File: src/rtl/gf180mcu_fd_sc_mcu9t5v0_rst_seq_pkg.sv
// Shared types and helpers for the reset synchroniser/sequencer.
// Holds the sequencer state encoding, the output-count ceiling and the counter-width helper.
package gf180mcu_fd_sc_mcu9t5v0_rst_seq_pkg;

    localparam int RSTSEQ_MAX_OUT = 8;

    // Encoding is visible on DBG_STATE, so the values are fixed.
    typedef enum logic [1:0] {
        ST_SYNC    = 2'd0,
        ST_HOLD    = 2'd1,
        ST_RELEASE = 2'd2,
        ST_RUN     = 2'd3
    } rstseq_state_e;

    function automatic int rstseq_cnt_width(input int hold_cycles, input int stage_gap);
        int longest;
        longest = (hold_cycles > stage_gap) ? hold_cycles : stage_gap;
        return $clog2(longest + 1);
    endfunction

endpackage

File: src/rtl/gf180mcu_fd_sc_mcu9t5v0_rst_sync.sv
// Reset synchroniser: STAGES-deep flop chain, cleared asynchronously by RN.
// Q[1] is the last stage; Q[0] is the value the last stage samples on the next edge.
module gf180mcu_fd_sc_mcu9t5v0_rst_sync #(
    parameter int STAGES = 2
) (
    input  logic       CLK,
    input  logic       RN,
    input  logic       D,
    output logic [1:0] Q
);

    logic [STAGES-1:0] chain_q;

    always_ff @(posedge CLK or negedge RN) begin
        if (!RN) begin
            chain_q <= '0;
        end else begin
            chain_q <= {chain_q[STAGES-2:0], D};
        end
    end

    assign Q = chain_q[STAGES-1:STAGES-2];

endmodule

File: src/rtl/gf180mcu_fd_sc_mcu9t5v0_rst_seq.sv
// Reset sequencer: synchronised release, programmable hold, staggered RSTN_OUT release, READY.
// Define GF180MCU_FD_SC_MCU9T5V0_RST_SEQ_DBG_EN to expose DBG_STATE and DBG_CNT.
module gf180mcu_fd_sc_mcu9t5v0_rst_seq
    import gf180mcu_fd_sc_mcu9t5v0_rst_seq_pkg::*;
#(
    parameter int SYNC_STAGES = 2,
    parameter int HOLD_CYCLES = 16,
    parameter int NUM_OUT     = 3,
    parameter int STAGE_GAP   = 4
) (
    input  logic               CLK,
    input  logic               RN,
    input  logic               D,
    input  logic               SW_RSTN,
    output logic [NUM_OUT-1:0] RSTN_OUT,
    output logic               READY
`ifdef GF180MCU_FD_SC_MCU9T5V0_RST_SEQ_DBG_EN
    ,
    output logic [1:0]         DBG_STATE,
    output logic [rstseq_cnt_width(HOLD_CYCLES, STAGE_GAP)-1:0] DBG_CNT
`endif
);

    localparam int CNT_W = rstseq_cnt_width(HOLD_CYCLES, STAGE_GAP);
    localparam int IDX_W = $clog2(NUM_OUT + 1);

    localparam logic [CNT_W-1:0] HOLD_LAST = CNT_W'(HOLD_CYCLES - 1);
    localparam logic [CNT_W-1:0] GAP_LAST  = CNT_W'(STAGE_GAP - 1);
    localparam logic [CNT_W-1:0] CNT_MAX   = '1;
    localparam logic [IDX_W-1:0] IDX_LAST  = IDX_W'(NUM_OUT);

    if (SYNC_STAGES < 2 || HOLD_CYCLES < 1 || STAGE_GAP < 1 ||
        NUM_OUT < 1 || NUM_OUT > RSTSEQ_MAX_OUT) begin : g_bad_params
        $error("rst_seq: parameter out of range");
    end

    logic [1:0]         sync_q;
    logic               sync_next;
    logic               sync_out;

    rstseq_state_e      state_q;
    logic [CNT_W-1:0]   cnt_q;
    logic [CNT_W-1:0]   cnt_d;
    logic [IDX_W-1:0]   idx_q;
    logic [NUM_OUT-1:0] rstn_q;
    logic [NUM_OUT-1:0] rstn_d;
    logic               ready_q;

    gf180mcu_fd_sc_mcu9t5v0_rst_sync #(
        .STAGES (SYNC_STAGES)
    ) u_sync (
        .CLK (CLK),
        .RN  (RN),
        .D   (D),
        .Q   (sync_q)
    );

    assign sync_next = sync_q[0];
    assign sync_out  = sync_q[1];

    // Saturating increment; every state that counts clears cnt on its exit edge.
    assign cnt_d = (cnt_q == CNT_MAX) ? cnt_q : cnt_q + CNT_W'(1);

    // Thermometer mask with bits 0..idx_q set: releases the next output in line.
    always_comb begin
        rstn_d = '0;
        for (int i = 0; i < NUM_OUT; i++) begin
            rstn_d[i] = (i <= int'(idx_q));
        end
    end

    always_ff @(posedge CLK or negedge RN) begin
        if (!RN) begin
            state_q <= ST_SYNC;
            cnt_q   <= '0;
            idx_q   <= '0;
            rstn_q  <= '0;
            ready_q <= 1'b0;
        end else begin
            case (state_q)
                ST_SYNC: begin
                    // Leave on the edge where the last stage captures 1.
                    if (sync_next) begin
                        state_q <= ST_HOLD;
                        cnt_q   <= '0;
                    end
                end
                default: begin
                    if (!sync_out) begin
                        state_q <= ST_SYNC;
                        cnt_q   <= '0;
                        idx_q   <= '0;
                        rstn_q  <= '0;
                        ready_q <= 1'b0;
                    end else if (!SW_RSTN) begin
                        state_q <= ST_HOLD;
                        cnt_q   <= '0;
                        idx_q   <= '0;
                        rstn_q  <= '0;
                        ready_q <= 1'b0;
                    end else begin
                        case (state_q)
                            ST_HOLD: begin
                                if (cnt_q == HOLD_LAST) begin
                                    state_q <= ST_RELEASE;
                                    cnt_q   <= '0;
                                    idx_q   <= IDX_W'(1);
                                    rstn_q  <= NUM_OUT'(1);
                                end else begin
                                    cnt_q <= cnt_d;
                                end
                            end
                            ST_RELEASE: begin
                                if (cnt_q == GAP_LAST) begin
                                    cnt_q <= '0;
                                    if (idx_q == IDX_LAST) begin
                                        state_q <= ST_RUN;
                                        ready_q <= 1'b1;
                                    end else begin
                                        rstn_q <= rstn_d;
                                        idx_q  <= idx_q + IDX_W'(1);
                                    end
                                end else begin
                                    cnt_q <= cnt_d;
                                end
                            end
                            default: begin
                            end
                        endcase
                    end
                end
            endcase
        end
    end

    assign RSTN_OUT = rstn_q;
    assign READY    = ready_q;

`ifdef GF180MCU_FD_SC_MCU9T5V0_RST_SEQ_DBG_EN
    assign DBG_STATE = state_q;
    assign DBG_CNT   = cnt_q;
`endif

endmodule
File: config.mk
export PLATFORM = sky130hd
export DESIGN_NAME = gf180mcu_fd_sc_mcu9t5v0_rst_seq
export DESIGN_NICKNAME = d
export VERILOG_FILES = /design/src/rtl/gf180mcu_fd_sc_mcu9t5v0_rst_seq_pkg.sv /design/src/rtl/gf180mcu_fd_sc_mcu9t5v0_rst_sync.sv /design/src/rtl/gf180mcu_fd_sc_mcu9t5v0_rst_seq.sv
export SDC_FILE = /design/constraint.sdc
export NUM_CORES = 1
export LEC_CHECK = 0
export BUFFER_PORTS_ARGS = -buffer_cell sky130_fd_sc_hd__buf_2
export CAP_MARGIN = 20
export CORE_MARGIN = 5
export CORE_UTILIZATION = 28
export DETAILED_ROUTE_END_ITERATION = 7
export GPL_TIMING_DRIVEN = 0
export HOLD_SLACK_MARGIN = 0.06
export PLACE_DENSITY = 0.48
export SYNTH_ARGS = -nofsm -noshare
export SYNTH_HDL_FRONTEND = slang
export SYNTH_SLANG_ARGS = --single-unit
export TNS_END_PERCENT = 100
File: constraint.sdc
create_clock -name CLK -period 1.9 [get_ports CLK]
set_input_delay 0.19 -clock CLK [delete_from_list [all_inputs] [get_ports CLK]]
set_output_delay 0.19 -clock CLK [all_outputs]
set_load 0.03 [all_outputs]
# --- Yosys cells after proc, flatten, opt, wreduce, memory -nomap -nowiden ---
# Index checks and enable logic that the tools add are counted.
op_classes:
  addsub: 2
  order_cmp: 2
  n_eq_ne: 18
  n_mux: 33
  n_bitwise: 1
  reduce_logical: 5
ops:
  columns: ["cell", "count"]
  rows:
  - ["$mux W5", 7]
  - ["$mux W2", 12]
  - ["$ne A5 B5 Y1 const B", 4]
  - ["$ne A4 B4 Y1 const B", 4]
  - ["$mux W3", 5]
  - ["$pmux W5 S2", 1]
  - ["$reduce_and A5 Y1", 2]
  - ["$ne A3 B3 Y1 const B", 3]
  - ["$pmux W2 S2", 2]
  - ["$pmux W3 S2", 1]
  - ["$add A5 B1 Y5 const B", 1]
  - ["$eq A5 B2 Y1 const B", 1]
  - ["$eq A5 B4 Y1 const B", 1]
  - ["$eq A5 B5 Y1 const B", 1]
  - ["$mux W1", 5]
  - ["$eq A2 B2 Y1 const B", 2]
  - ["$reduce_and A4 Y1", 1]
  - ["$add A2 B1 Y2 const B", 1]
  - ["$eq A2 B1 Y1 const B", 1]
  - ["$le A1 B2 Y1 const A", 1]
  - ["$le A2 B2 Y1 const A", 1]
  - ["$logic_not A2 Y1", 1]
  - ["$ne A2 B1 Y1 const B", 1]
  - ["$reduce_and A2 Y1", 1]
  - ["$not A1 Y1", 1]
totals:
  ff_bits: 15
  input_bits: 4
  output_inout_bits: 4
  elab_cells: 67

# --- Logic depth before layout (Yosys ltp) ---
# Gate-level depths: netlist (run 1).
logic_depth:
  depth_word: 7
  mapped_depth: 5
  mapped_depth_nobuf: 5

# --- By module ---
# A second synthesis (run 1) with hierarchy kept.
unflattened:
  cells_unflattened: 93
  area_unflattened_um2: 919.6
by_module_without_submodules:
  columns: ["mod", "instances", "cells_per_inst", "area_per_inst_um2", "seq_area_each_um2"]
  rows:
  - ["gf180mcu_fd_sc_mcu9t5v0_rst_seq", 1, 91, 869.6, 325.3]
  - ["gf180mcu_fd_sc_mcu9t5v0_rst_sync", 1, 2, 50.0, 50.0]

# --- Worst setup path after synthesis (run 1) ---
# OpenSTA, ideal clock, no wires.
synth_timing:
  kind: "reg2reg"
  startpoint: "reg cnt_q[0]"
  endpoint: "reg idx_q[1]"
  setup_time_ns: 0.122
  arrival_time_ns: 1.581
  required_time_ns: 1.778
  setup_slack_ns: 0.197
  path_stages_with_launch: 6
  n_path_buf: 0
  period_less_slack_ns: 1.703
  path_cell_list: "dfrtp_1 ha_1 or4b_4 nor3_4 o2bb2ai_1 a32o_1"
synth_between:
  elab_chain_cells: 3
  elab_cells_between_ends: 5
  cone_classes: "eq/ne (4); reduce/logical (1)"
synth_lines:
  columns: ["item", "line", "rtl"]
  rows:
  - ["start, declared", "gf180mcu_fd_sc_mcu9t5v0_rst_seq.sv:42", "logic [CNT_W-1:0] cnt_q;"]
  - ["start signal, assigned", "gf180mcu_fd_sc_mcu9t5v0_rst_seq.sv:110", "cnt_q <= cnt_d;"]
  - ["start signal, assigned", "gf180mcu_fd_sc_mcu9t5v0_rst_seq.sv:124", "cnt_q <= cnt_d;"]
  - ["$eq A5 B2 Y1 or $eq A5 B4 Y1 (tied branches)", "gf180mcu_fd_sc_mcu9t5v0_rst_seq.sv:114, gf180mcu_fd_sc_mcu9t5v0_rst_seq.sv:104", null]
  - ["$ne A4 B4 Y1 (no line)", null, null]
  - ["$reduce_and A5 Y1 (no line) (*)", null, null]
  - ["end signal, assigned", "gf180mcu_fd_sc_mcu9t5v0_rst_seq.sv:121", "idx_q <= idx_q + IDX_W'(1);"]
  - ["end, declared", "gf180mcu_fd_sc_mcu9t5v0_rst_seq.sv:44", "logic [IDX_W-1:0] idx_q;"]
# Mark *: on every way between the ends. The rest lies on a longest branch, timed or not.
# A chain may end at the register's enable or synchronous reset.

# --- Worst setup path in the final report (run 1) ---
layout_timing:
  startpoint: "reg cnt_q[0]"
  endpoint: "reg idx_q[0]"
# The elaborated chain is that of the path after synthesis.

==> flow_summary.ini, run 1 <==
[run_status]
status = complete, no violations

[synth]
ys.flop_type = dfrtp_1
syn_area_per_cell_um2 = 9.56
syn_nets = 100
ys_seq_area_frac = 0.427
synth_seq_cells = 15
yosysMostFrequentCell = dfrtp_1
synth_top_cell_by_area = dfrtp_1
synth_edf_count = 0
synth_common_cells = 15 x dfrtp_1, 9 x nand2_1, 8 x a21oi_1, 6 x nor2_1
ys_top_cells_by_area = dfrtp_1 43%, ha_1 5.7%, a21oi_1 4.6%, nand2_1 3.8%, o2bb2ai_1 3.0%
synthCells = 92
ys.warnings.count = 0
netlist.area_leader.share = 0.427
synth_cell_types = 32
postSynth.asyncResetShare = 1.00
syn-cell-area_um2 = 880

[clock_network]
cts_buffer_depth = 2
cts_tree = done
clk_pin_slew_ns = 0.10
cts_made_buffers = 3
clockRootBuffer = clkbuf_4
cts_sinks = 15
h-tree-depth = 1
clock_latency_ns = 0.29

[floorplan]
die_x_um = 66.1
pin_count = 8
die-area_um2 = 4360
core_area_um2 = 3030
start_util = 0.290
die_h_um = 66.1
core.rowCount = 20

[finish]
stdcell_area_um2 = 1050
syn_to_final_growth_pct = 19.1
layout-drive-gt1-share = 0.198
instances_no_fill = 150
layout.nets = 115
fillers = 327
utilization = 0.346
antennaDiodeCount = 0

[setup_path]
worstPathArrival_ns = 2.03
max_stage_delay_ns = 0.51
critPathKind = reg -> reg
end_kind = flip-flop
startpoint_type = flip-flop
cpMaxStageDelayCell = or4b_4
critPathMaxFanout = 7
r2r_slack_ns = 0.09
critPathRequiredTime_ns = 2.12
cp_cell_sequence = ha_4, or4b_4, nor3_4, buf_4, a32oi_1, o22ai_1

[drt]
dr.pass1.iters = 4
wl_per_cell_um = 13.2
routed_wl_mm = 1.98
ant_nets = 0
routed_via_density = 5.03
vias = 754
drtIter0Drc = 19
drc = 0

[global_route]
grtUsageTotal = 0.0984
grt_pass1_wl_mm = 3.26
overflow = 0
grt_pass1_vias = 690
grt_start_max_net_pins = 16
antenna_found_initial = 0

[sta]
finalHoldViolCount = 0
whs_ns = 0.271
rsz0062_at_grt = no
slew_headroom = 0.733
skew_ns = 0.00872
drv_slew = 0
setup_viol = 0
fmax_ghz = 0.553
period_share = 0.952
period_minus_slack_ns = 1.81
worst_slew_pin_slew_ns = 0.400

[pwr]
power_uw = 648
p_per_area_nw_per_um2 = 619
power_leakage_nw = 0.440
vdd_drop_max_v = 0.000225

[placement]
place_area_um2 = 970
hpwl_mm = 1.42
io_buffers = 7
dp_cells = 143
gp_congestion = 0.771

[flow_run]
cap_violations = 0

[worst_hold_path]
hold_class = in -> reg
[routing by layer]
metal,wire length [um],vias to the layer above,GRT usage
li1,-,369,-
met1,941,368,0.127
met2,935,12,0.151
met3,65,5,0.0221
met4,40,0,0.0533
met5,0,-,0
[per-stage QoR]
stage	setup WS (ns)	TNS (ns)
2_1_floorplan	0.197	0
3_3_place_gp	0.0102	0
3_5_place_dp	-0.0477	-0.0477
4_1_cts	0.0245	0
5_1_grt	0.0173	0
6_report	0.0911	0
[kinds of logic after synthesis]
logic type	after synthesis	synth area share
multiplexers	1	0.0114
AO/OA/AOI/OAI	29	0.226
AND/OR/NAND/NOR	32	0.209
flip-flops	15	0.427
buffers and inverters	10	0.0597
XOR/XNOR	1	0.00996
adder cells (fa/ha/maj)	4	0.0569
[critical path, delay by kind of cell (launching register included)]
kind | cells | cell delay [ns]
flops | 1 | 0.43
simple gates | 2 | 0.71
compound gates | 2 | 0.27
buf+inv | 1 | 0.15
fa+ha+maj | 1 | 0.19
[final timing paths]
check / from / endpoint / depth (start not counted)
hold / removal: SW_RSTN / state_q[0]$_DFFE_PN0P_ / 3
hold reg to reg: u_sync.Q[0]$_DFF_PN0_ / u_sync.Q[1]$_DFF_PN0_ / 0
setup / recovery: cnt_q[0]$_DFFE_PN0P_ / idx_q[0]$_DFFE_PN0P_ / 6
setup reg to reg: cnt_q[0]$_DFFE_PN0P_ / idx_q[0]$_DFFE_PN0P_ / 6
min in group asynchronous: RN / idx_q[1]$_DFFE_PN0P_ / 2
max in group asynchronous: RN / cnt_q[3]$_DFFE_PN0P_ / 2
[cells in the final DEF, fill, tap and decap left out, types with 2 or more instances in the layout]
cell and n:
dlygate4sd3_1 2, buf_2 7, o21ai_0 3, a31oi_1 2, nor2_1 6, o2bb2ai_1 3, clkbuf_4 3, nand3_1 4
ha_1 3, nand2_1 9, nand2b_1 2, inv_1 4, and3_1 3, dfrtp_1 15, clkbuf_1 5, buf_6 2
a21oi_1 8, o22ai_1 4, a32oi_1 2
[timing repair]
action,CTS,global route
endpoints found under the setup margin,3,2
gates resized for setup,2,2
hold buffers,2,0
buffers inserted,0,1
endpoints found under the hold margin,16,0
pin swaps,0,1
[where the power goes]
| group | internal (mW) | total [mW] | leakage (nW) | switching [mW] |
|---|---|---|---|---|
| registers | 0.331 | 0.344 | 0.202 | 0.0130 |
| logic | 0.0490 | 0.110 | 0.223 | 0.0614 |
| clock network | 0.0816 | 0.194 | 0.0150 | 0.112 |
| total | 0.462 | 0.648 | 0.440 | 0.187 |
[final cells by class]
class,instances,area [um^2],area share
timing repair buffer,10,62.6,0.0597
sequential,15,375,0.358
inverter,4,15.0,0.0143
clock buffer,4,26.3,0.0251
tap,44,55.1,0.0526
buffer,6,37.5,0.0358
multi-input combinational,67,475,0.454
[state kept, by name, summed over array words and instances (netlist names)]
signal    count
u_sync.Q      2
state_q       2
idx_q         2
RSTN_OUT      3
READY         1
cnt_q         5
Note: power is estimated with default switching activity, not from simulation.
==> run 2, diff against run 1 <==
--- a/config.mk
+++ b/config.mk
@@ -9,11 +9,13 @@
 export CAP_MARGIN = 20
 export CORE_MARGIN = 5
 export CORE_UTILIZATION = 28
+export CTS_BUF_LIST = sky130_fd_sc_hd__clkbuf_4 sky130_fd_sc_hd__clkbuf_8
 export DETAILED_ROUTE_END_ITERATION = 7
 export GPL_TIMING_DRIVEN = 0
 export HOLD_SLACK_MARGIN = 0.06
 export PLACE_DENSITY = 0.48
 export SYNTH_ARGS = -nofsm -noshare
 export SYNTH_HDL_FRONTEND = slang
+export SYNTH_HIERARCHICAL = 1
 export SYNTH_SLANG_ARGS = --single-unit
 export TNS_END_PERCENT = 100
==> flow_summary.ini, run 2 <==
[clock_network]
cts_buffer_depth = 2
cts_sinks = 15
clockRootBuffer = clkbuf_4
clock_latency_ns = 0.28
cts_made_buffers = 3
cts_tree = done
h-tree-depth = 1
clk_pin_slew_ns = 0.09

[synth]
syn_area_per_cell_um2 = 9.89
synthCells = 93
ys.flop_type = dfrtp_1
netlist.area_leader.share = 0.408
ys.warnings.count = 6
yosysMostFrequentCell = dfrtp_1
synth_edf_count = 0
ys_seq_area_frac = 0.408
synth_common_cells = 15 x dfrtp_1, 8 x nor2_1, 7 x ha_1, 7 x o21ai_0
ys_top_cells_by_area = dfrtp_1 41%, ha_1 9.5%, o21ai_0 3.8%, nand3_1 3.3%, nor2_1 3.3%
synth_top_cell_by_area = dfrtp_1
synth_seq_cells = 15
synth_cell_types = 40
syn_nets = 104
postSynth.asyncResetShare = 1.00
syn-cell-area_um2 = 920

[sta]
period_minus_slack_ns = 1.81
slew_headroom = 0.749
fmax_ghz = 0.552
rsz0062_at_grt = yes
finalHoldViolCount = 0
skew_ns = 0.00424
finalSetupTns_ns = 0
period_share = 0.954
drv_slew = 0
worst_slew_pin_slew_ns = 0.371
setup_viol = 0

[drt]
wl_per_cell_um = 12.9
drtIter0Drc = 25
drc = 0
routed_via_density = 5.03
vias = 750
routed_wl_mm = 1.93
dr.pass1.iters = 4
ant_nets = 0

[flow_run]
cap_violations = 0

[placement]
io_buffers = 7
place_area_um2 = 1010
gp_congestion = 0.733
hpwl_mm = 1.39

[finish]
final_cell_mix = 15 x dfrtp_1, 8 x nor2_1, 7 x o21ai_0, 7 x buf_2
register_area_um2 = 375
syn_to_final_growth_pct = 17.3
antennaDiodeCount = 0
final_common_cell = dfrtp_1
largest_register_ffs = 5
utilization = 0.348
regMostFlops = cnt_q
stdcell_area_um2 = 1080
fillers = 326
layout-drive-gt1-share = 0.181
multi_input_area_um2 = 529
layout.nets = 117

[worst_hold_path]
hp-start = SW_RSTN
min_path_cells = 3
hold_class = in -> reg
whs_endpoint = RSTN_OUT[1]$_DFFE_PN0P_

[setup_path]
r2r_slack_ns = 0.09
critPathKind = reg -> reg
r2r-start = state_q[0]$_DFFE_PN0P_
rr_endpoint = cnt_q[1]$_DFFE_PN0P_
crit_family = buffers and inverters
critPathRequiredTime_ns = 2.07
worstPathArrival_ns = 1.98
reg2reg_depth = 8
crit_cells = 8
cpMostUsedCell = buf_4
critPathMaxFanout = 10
cpMaxStageDelayCell = dfrtp_1
timing.critical_path.buf_inv = 3
cp_cell_sequence = inv_1, ha_1, buf_4, and3b_1, buf_4, a211oi_4, mux2i_1, nor2_1
max_stage_delay_ns = 0.40
end_kind = flip-flop
startpoint_type = flip-flop

[floorplan]
die_h_um = 67.3
die_x_um = 67.3
pin_count = 8
core_area_um2 = 3100
core.rowCount = 20
start_util = 0.296
die-area_um2 = 4530

[global_route]
grt_pass1_vias = 698
overflow = 0
grt.busiest_layer = met2
grt_pass1_wl_mm = 3.27
use_met2 = 0.136
grt_util_met1 = 0.134
met3_usage = 0.0200
antenna_found_initial = 0
grt_start_max_net_pins = 16
grtUsageTotal = 0.0950

[pwr]
power_mw = 1.25
p_per_area_nw_per_um2 = 1160
vdd_drop_max_v = 0.000533
power_leakage_nw = 0.474

[run_status]
status = complete, no violations
## run 2: repair_timing
| item | in CTS | in global routing |
|---|---|---|
| hold buffers | 2 | 0 |
| gates resized for setup | 1 | 3 |
| endpoints found under the hold margin | 16 | 0 |
| pin swaps | 0 | 1 |
| buffers inserted | 0 | 0 |
| setup endpoints to repair | 3 | 7 |
## run 2: report_power, final
part / internal (mW) / total (mW) / switching (mW)
clock: 0.0957 / 0.199 / 0.103
sequential: 0.378 / 0.432 / 0.0544
combinational: 0.248 / 0.617 / 0.369
total: 0.722 / 1.25 / 0.527
## run 2: worst max path at each step
| stage | slack, ns | from | to |
|---|---|---|---|
| finish | 0.09 | state_q[0]$_DFFE_PN0P_ | cnt_q[1]$_DFFE_PN0P_ |
| global route | -0.03 | state_q[0]$_DFFE_PN0P_ | cnt_q[1]$_DFFE_PN0P_ |
| CTS | 0.009 | cnt_q[0]$_DFFE_PN0P_ | idx_q[0]$_DFFE_PN0P_ |
| detailed placement | -0.03 | cnt_q[0]$_DFFE_PN0P_ | idx_q[0]$_DFFE_PN0P_ |
| global placement | -0.02 | cnt_q[0]$_DFFE_PN0P_ | idx_q[0]$_DFFE_PN0P_ |
| floorplan | 0.14 | cnt_q[0]$_DFFE_PN0P_ | idx_q[0]$_DFFE_PN0P_ |
## run 2: worst reg2reg max path, cell delays in order (launching register included)
cell	delay [ns]
dfrtp_1	0.40
inv_1	0.10
ha_1	0.15
buf_4	0.15
and3b_1	0.18
buf_4	0.18
a211oi_4	0.26
mux2i_1	0.22
nor2_1	0.06
## run 2: layout make-up
type,instances,area share
plain buffers,2,0.0139
multi-input cells,70,0.491
flip-flops and latches,15,0.348
inverters,5,0.0174
clock buffers,4,0.0278
well taps,44,0.0510
repair buffers,9,0.0510
## run 2: logic make-up after synthesis
group,share of synthesized area
xor gates and xnor gates,0.00953
muxes,0.0109
and+or+nand+nor,0.211
AOI/OAI and AO/OA,0.225
adders and majority gates,0.0952
buffers and inverters,0.0408
DFF,0.408
## run 2: stage by stage
step | hold WS, ns | instances | setup slack, ns
global placement | 0.118 | 144 | -0.0203
floorplan | -0.106 | 93 | 0.141
finish | 0.235 | 149 | 0.0873
detailed placement | 0.117 | 144 | -0.0293
global route | 0.244 | 149 | -0.0293
CTS | 0.224 | 150 | 0.00935
## run 2: routing by layer
metal  vias to the layer above  routed length [um]
li1                        371                   -
met1                       368                 958
met2                         9                 903
met3                         2                  48
met4                         0                  18
met5                         -                   0
